===== config.mk =====
export PLATFORM = sky130hd
export DESIGN_NAME = seg_scan_display
export DESIGN_NICKNAME = d
export VERILOG_FILES = /design/src/rtl/seg_scan_pkg.sv /design/src/rtl/hex_to_7seg.sv /design/src/rtl/seg_scan_display.sv
export SDC_FILE = /design/constraint.sdc
export NUM_CORES = 1
export LEC_CHECK = 0
export BUFFER_PORTS_ARGS = -buffer_cell sky130_fd_sc_hd__buf_2
export CAP_MARGIN = 10
export CORE_MARGIN = 1.5
export CORE_UTILIZATION = 55
export CTS_CLUSTER_SIZE = 10
export DETAILED_ROUTE_END_ITERATION = 6
export HOLD_SLACK_MARGIN = 0.08
export PLACE_DENSITY = 0.86
export SETUP_SLACK_MARGIN = 0.5
export SLEW_MARGIN = 5
export SYNTH_ARGS = -nofsm -noshare
export SYNTH_HDL_FRONTEND = slang
export SYNTH_SLANG_ARGS = --single-unit

===== constraint.sdc =====
create_clock -name clk -period 4.8 [get_ports clk]
set_input_delay 0.24 -clock clk [delete_from_list [all_inputs] [get_ports clk]]
set_output_delay 0.24 -clock clk [all_outputs]
set_load 0.02 [all_outputs]

===== src/rtl/seg_scan_pkg.sv =====
// Shared constants and types for the multiplexed 7-segment debug display scanner.
package seg_scan_pkg;

    localparam logic [6:0] SEG_OFF = 7'h7F;

    // Active-low {g,f,e,d,c,b,a} glyphs; entry 0 is the rightmost element.
    localparam logic [15:0][6:0] SEG_TABLE = {
        7'h0E, 7'h06, 7'h21, 7'h46, 7'h03, 7'h08, 7'h10, 7'h00,
        7'h78, 7'h02, 7'h12, 7'h19, 7'h30, 7'h24, 7'h79, 7'h40
    };

    typedef enum logic {
        DEAD = 1'b0,
        ON   = 1'b1
    } state_t;

endpackage


===== src/rtl/hex_to_7seg.sv =====
// Combinational hex nibble to active-low 7-segment glyph decoder.
module hex_to_7seg
    import seg_scan_pkg::*;
(
    input  logic [3:0] i_nibble,
    output logic [6:0] o_seg_c
);

    assign o_seg_c = SEG_TABLE[i_nibble];

endmodule


===== src/rtl/seg_scan_display.sv =====
// Multi-page multiplexed 7-segment scanner with dead time, frame-aligned paging and blanking.
// Optional leading-zero blanking enabled by defining SEG_SCAN_LEADING_ZERO_BLANK_EN.
module seg_scan_display
    import seg_scan_pkg::*;
#(
    parameter int unsigned NUM_DIGITS  = 4,
    parameter int unsigned NUM_PAGES   = 4,
    parameter int unsigned SCAN_DIV    = 40000,
    parameter int unsigned DEAD_CYCLES = 0,
    parameter int unsigned PAGE_W      = 2
) (
    input  logic                              clk,
    input  logic                              rst_n,
    input  logic [PAGE_W-1:0]                 page_sel,
    input  logic                              blank,
    input  logic [NUM_PAGES*NUM_DIGITS*4-1:0] data_in,
    output logic [6:0]                        seg,
    output logic [NUM_DIGITS-1:0]             select,
    output logic                              frame_tick
);

    localparam int unsigned WORD_W  = NUM_DIGITS * 4;
    localparam int unsigned CNT_MAX = (SCAN_DIV > DEAD_CYCLES) ? SCAN_DIV : DEAD_CYCLES;
    localparam int unsigned CNT_W   = (CNT_MAX > 1) ? $clog2(CNT_MAX) : 1;
    localparam int unsigned DIG_W   = (NUM_DIGITS > 1) ? $clog2(NUM_DIGITS) : 1;
    localparam bit          HAS_DEAD = (DEAD_CYCLES > 0);

    localparam logic [CNT_W-1:0] SCAN_LAST = CNT_W'(SCAN_DIV - 1);
    localparam logic [CNT_W-1:0] DEAD_LAST = CNT_W'(HAS_DEAD ? DEAD_CYCLES - 1 : 0);
    localparam logic [DIG_W-1:0] DIG_LAST  = DIG_W'(NUM_DIGITS - 1);

    state_t                r_state;
    state_t                w_state_nxt;
    logic [CNT_W-1:0]      r_cnt;
    logic [CNT_W-1:0]      w_cnt_nxt;
    logic [DIG_W-1:0]      r_digit;
    logic [DIG_W-1:0]      w_digit_nxt;
    logic [PAGE_W-1:0]     r_page_q;
    logic [PAGE_W-1:0]     w_page_req;
    logic [PAGE_W-1:0]     w_page;
    logic                  w_boundary;
    logic [WORD_W-1:0]     w_word;
    logic [3:0]            w_nibble;
    logic                  w_show;
    logic [6:0]            w_seg_dec;
    logic [6:0]            w_seg_nxt;
    logic [NUM_DIGITS-1:0] w_select_nxt;
    logic                  w_tick_nxt;
`ifdef SEG_SCAN_LEADING_ZERO_BLANK_EN
    logic                  w_seen;
`endif

    // Frame starts at the first cycle of digit 0's slot (its dead gap when one exists).
    assign w_boundary = (r_digit == '0) && (r_cnt == '0) &&
                        (HAS_DEAD ? (r_state == DEAD) : (r_state == ON));
    assign w_page_req = (32'(page_sel) < NUM_PAGES) ? page_sel : '0;
    assign w_page     = w_boundary ? w_page_req : r_page_q;

    always_comb begin
        w_word = '0;
        for (int p = 0; p < NUM_PAGES; p++) begin
            if (w_page == PAGE_W'(p)) begin
                w_word = data_in[p*WORD_W +: WORD_W];
            end
        end
    end

    // Digit 0 is the most significant nibble; leading zeros optionally suppressed.
    always_comb begin
        w_nibble = 4'h0;
        w_show   = 1'b1;
`ifdef SEG_SCAN_LEADING_ZERO_BLANK_EN
        w_seen   = 1'b0;
`endif
        for (int i = 0; i < NUM_DIGITS; i++) begin
`ifdef SEG_SCAN_LEADING_ZERO_BLANK_EN
            w_seen = w_seen | (w_word[(NUM_DIGITS-i)*4-1 -: 4] != 4'h0);
`endif
            if (r_digit == DIG_W'(i)) begin
                w_nibble = w_word[(NUM_DIGITS-i)*4-1 -: 4];
`ifdef SEG_SCAN_LEADING_ZERO_BLANK_EN
                w_show   = w_seen | (i == int'(NUM_DIGITS) - 1);
`endif
            end
        end
    end

    hex_to_7seg u_dec (
        .i_nibble (w_nibble),
        .o_seg_c  (w_seg_dec)
    );

    always_comb begin
        w_state_nxt  = r_state;
        w_cnt_nxt    = r_cnt + CNT_W'(1);
        w_digit_nxt  = r_digit;
        w_tick_nxt   = w_boundary;
        w_seg_nxt    = SEG_OFF;
        w_select_nxt = '1;

        case (r_state)
            DEAD: begin
                if (!HAS_DEAD || (r_cnt == DEAD_LAST)) begin
                    w_state_nxt = ON;
                    w_cnt_nxt   = '0;
                end
            end
            ON: begin
                if (r_cnt == SCAN_LAST) begin
                    w_cnt_nxt   = '0;
                    w_digit_nxt = (r_digit == DIG_LAST) ? '0 : r_digit + DIG_W'(1);
                    w_state_nxt = HAS_DEAD ? DEAD : ON;
                end
            end
            default: begin
                w_state_nxt = DEAD;
                w_cnt_nxt   = '0;
            end
        endcase

        // Blank only gates the drive; the scan keeps its phase.
        if ((r_state == ON) && !blank && w_show) begin
            w_seg_nxt = w_seg_dec;
            for (int i = 0; i < NUM_DIGITS; i++) begin
                w_select_nxt[i] = (r_digit != DIG_W'(NUM_DIGITS - 1 - i));
            end
        end
    end

    always_ff @(posedge clk or negedge rst_n) begin
        if (!rst_n) begin
            r_state    <= DEAD;
            r_cnt      <= '0;
            r_digit    <= '0;
            r_page_q   <= '0;
            seg        <= SEG_OFF;
            select     <= '1;
            frame_tick <= 1'b0;
        end else begin
            r_state    <= w_state_nxt;
            r_cnt      <= w_cnt_nxt;
            r_digit    <= w_digit_nxt;
            r_page_q   <= w_page;
            seg        <= w_seg_nxt;
            select     <= w_select_nxt;
            frame_tick <= w_tick_nxt;
        end
    end

endmodule


==> impl_metrics.json <==
{
  "core_mm2": 0.00432,
  "first_global_vias": 2252,
  "clockBufferDepth": 2,
  "synth_edf_count": 0,
  "via_per_inst": 5.84,
  "path_delay_family": "compound AO/OA/AOI/OAI gates",
  "ys_seq_area_frac": 0.340,
  "crit_arrival_ns": 4.17,
  "start_util": 0.571,
  "drt_iter0_drc": 172,
  "diodes": 0,
  "h-tree-depth": 2,
  "synth_flop_cell": "dfrtp_1",
  "ys_ff_latch": 33,
  "wirelength_um": 6390,
  "slew-limit-headroom": 0.527,
  "syn_to_final_growth_pct": 20.3,
  "dieArea_mm2": 0.00490,
  "hold_viol_final": 0,
  "slew_viol_final": 0,
  "ant_nets": 0,
  "wl_per_cell_um": 16.0,
  "die_h_um": 70.0,
  "chipWidth_um": 70.0,
  "fin_tns_setup_ns": 0,
  "crit_type": "reg -> reg",
  "numCtsBuffers": 5,
  "clk_pin_slew_ns": 0.07,
  "placed_cell_area_mm2": 0.00287,
  "required_ns": 5.00,
  "grt_overflow": 0,
  "syn_inst": 267,
  "cp-end-kind": "flop",
  "avgSynthCellArea_um2": 9.25,
  "vias": 2330,
  "synth_cell_types": 70,
  "cpMaxStageDelayCell": "a221oi_2",
  "worstSetupStartpointType": "flop",
  "path_max_fanout": 14,
  "synth_nets": 348,
  "cts_setup_buffers": 0,
  "ios": 81,
  "cts_resized": 0,
  "dpl.hpwl_um": 4960,
  "final_common_cell": "buf_2",
  "fin_skew_ns": 0.00465,
  "cts_num_sinks": 33,
  "rsz0062_at_grt": "false",
  "clkLatencyLatePin_ns": 0.28,
  "cts_tree": "built",
  "status": "complete, no violations",
  "synth_area_mm2": 0.00247,
  "hold_class": "in -> reg",
  "final_cell_mix": "buf_2 (80), nand2_1 (29), nor2_1 (24), dfrtp_1 (22)",
  "drc": 0,
  "p_leak_nw": 1.38,
  "ys_async_sr_fraction": 1.00,
  "path_cells": "inv_1, ha_1, nor4bb_4, and3_2, a21oi_2, a21oi_2, inv_2, mux2i_1, o21ai_1, o21ai_0, a221oi_2, inv_1, ha_1, nand2_1, a21oi_1, o21ai_1",
  "nets": 427,
  "globalRouteTotalUtil": 0.263,
  "setup_viol": 0,
  "ir_drop_mv": 0.189,
  "powerDensity_mw_per_mm2": 300,
  "first_pass_iters": 4,
  "tightest_slew_ns": 0.710,
  "grt_max_degree": 34,
  "drv_cap": 0,
  "cp.buffers_inverters": 3,
  "rows": 24,
  "root_buffer": "clkbuf_8",
  "drive_above_1_share": 0.363,
  "yosysWarningCount": 0,
  "gp_congestion": 0.998,
  "grt_pass1_wl_um": 10400,
  "finalInstanceArea_mm2": 0.00297,
  "max_stage_delay_ns": 0.54,
  "min_period_over_period": 0.829,
  "numPortBuffers": 80,
  "setup_ws_ns": 0.821,
  "place_ws_ns": 0.888,
  "max_freq_mhz": 251,
  "finalCriticalPeriod_ns": 3.98,
  "antenna_found_initial": 0
}
cells in the mapped netlist, types with 6 or more instances:
cell	count	area (um2)
a21oi_1	7	35.0
dfrtp_1	22	551
dfstp_2	11	289
ha_1	12	150
inv_1	12	45.0
mux2i_1	8	80.1
nand2_1	29	109
nand3_1	12	60.1
nor2_1	24	90.1
nor3_1	7	35.0
o21ai_1	6	30.0
xor2_1	11	96.3
metal layers:
metal,vias up,GRT usage,share of wire
li1,1127,-,-
met2,85,0.415,0.47
met1,1106,0.374,0.46
met5,-,0,0
met4,0,0.0598,0.011
met3,12,0.0548,0.058
through the flow:
step | total power, W | hold WS (ns) | instances | utilization
global route | 0.000945 | 0.264 | 399 | 0.687
finish | 0.000891 | 0.248 | 399 | 0.687
CTS | 0.000892 | 0.237 | 399 | 0.687
detailed placement | 0.000671 | 0.340 | 390 | 0.663
global placement | 0.000662 | 0.331 | 390 | 0.663
floorplan | 0.000592 | -0.0556 | 267 | -
repair_timing:
item	in CTS	in global routing
hold buffers	1	0
hold endpoints to repair	22	0
setup endpoints to repair	0	0
final cells by class:
type	instances	area (um2)
Multi-Input combinational cell	211	1510
Fill cell	372	1360
Sequential cell	33	840
Timing Repair Buffer	81	410
Clock buffer	7	86.3
Tap cell	52	65.1
Inverter	14	52.6
Clock inverter	1	7.51
registers in the layout, indices dropped and copies added (netlist names):
| name | cells |
|---|---|
| select | 4 |
| r_page_q | 2 |
| r_digit | 2 |
| seg | 7 |
| r_state | 1 |
| frame_tick | 1 |
| r_cnt | 16 |
worst reg2reg max path: stages (launching register included):
cell	delay [ns]
dfrtp_1	0.43
inv_1	0.10
ha_1	0.18
nor4bb_4	0.31
and3_2	0.27
a21oi_2	0.10
a21oi_2	0.47
inv_2	0.28
mux2i_1	0.18
o21ai_1	0.12
o21ai_0	0.12
a221oi_2	0.54
inv_1	0.21
ha_1	0.34
nand2_1	0.05
a21oi_1	0.13
o21ai_1	0.08
power breakdown:
part	switching, W	internal (W)	total, W
clock network	0.000100	0.000116	0.000217
logic	0.000218	0.000140	0.000358
registers	0.0000125	0.000304	0.000316
total	0.000331	0.000560	0.000891
final timing paths:
path	end	cells after the start	from	slack (ns)
max	seg[3]	16	r_digit[0]	0.82
min	seg[0]	3	blank	0.25
max reg2reg	seg[3]	16	r_digit[0]	0.82
min reg2reg	r_cnt[0]	1	r_cnt[0]	0.56
max in group asynchronous	frame_tick	2	rst_n	3.80
min in group asynchronous	r_cnt[3]	2	rst_n	0.55
cell families (layout without fill, tap and decap cells):
family | count (synthesis) | after routing | share of synthesized area
muxes | 11 | 11 | 0.0476
AOI/OAI and AO/OA | 67 | 67 | 0.220
other | 1 | 1 | 0.00152
DFF | 33 | 33 | 0.340
adders and majority gates | 12 | 12 | 0.0608
and+or+nand+nor | 106 | 106 | 0.231
buffers and inverters | 23 | 103 | 0.0492
xor gates and xnor gates | 14 | 14 | 0.0497
Note: power is estimated with default switching activity, not from simulation.
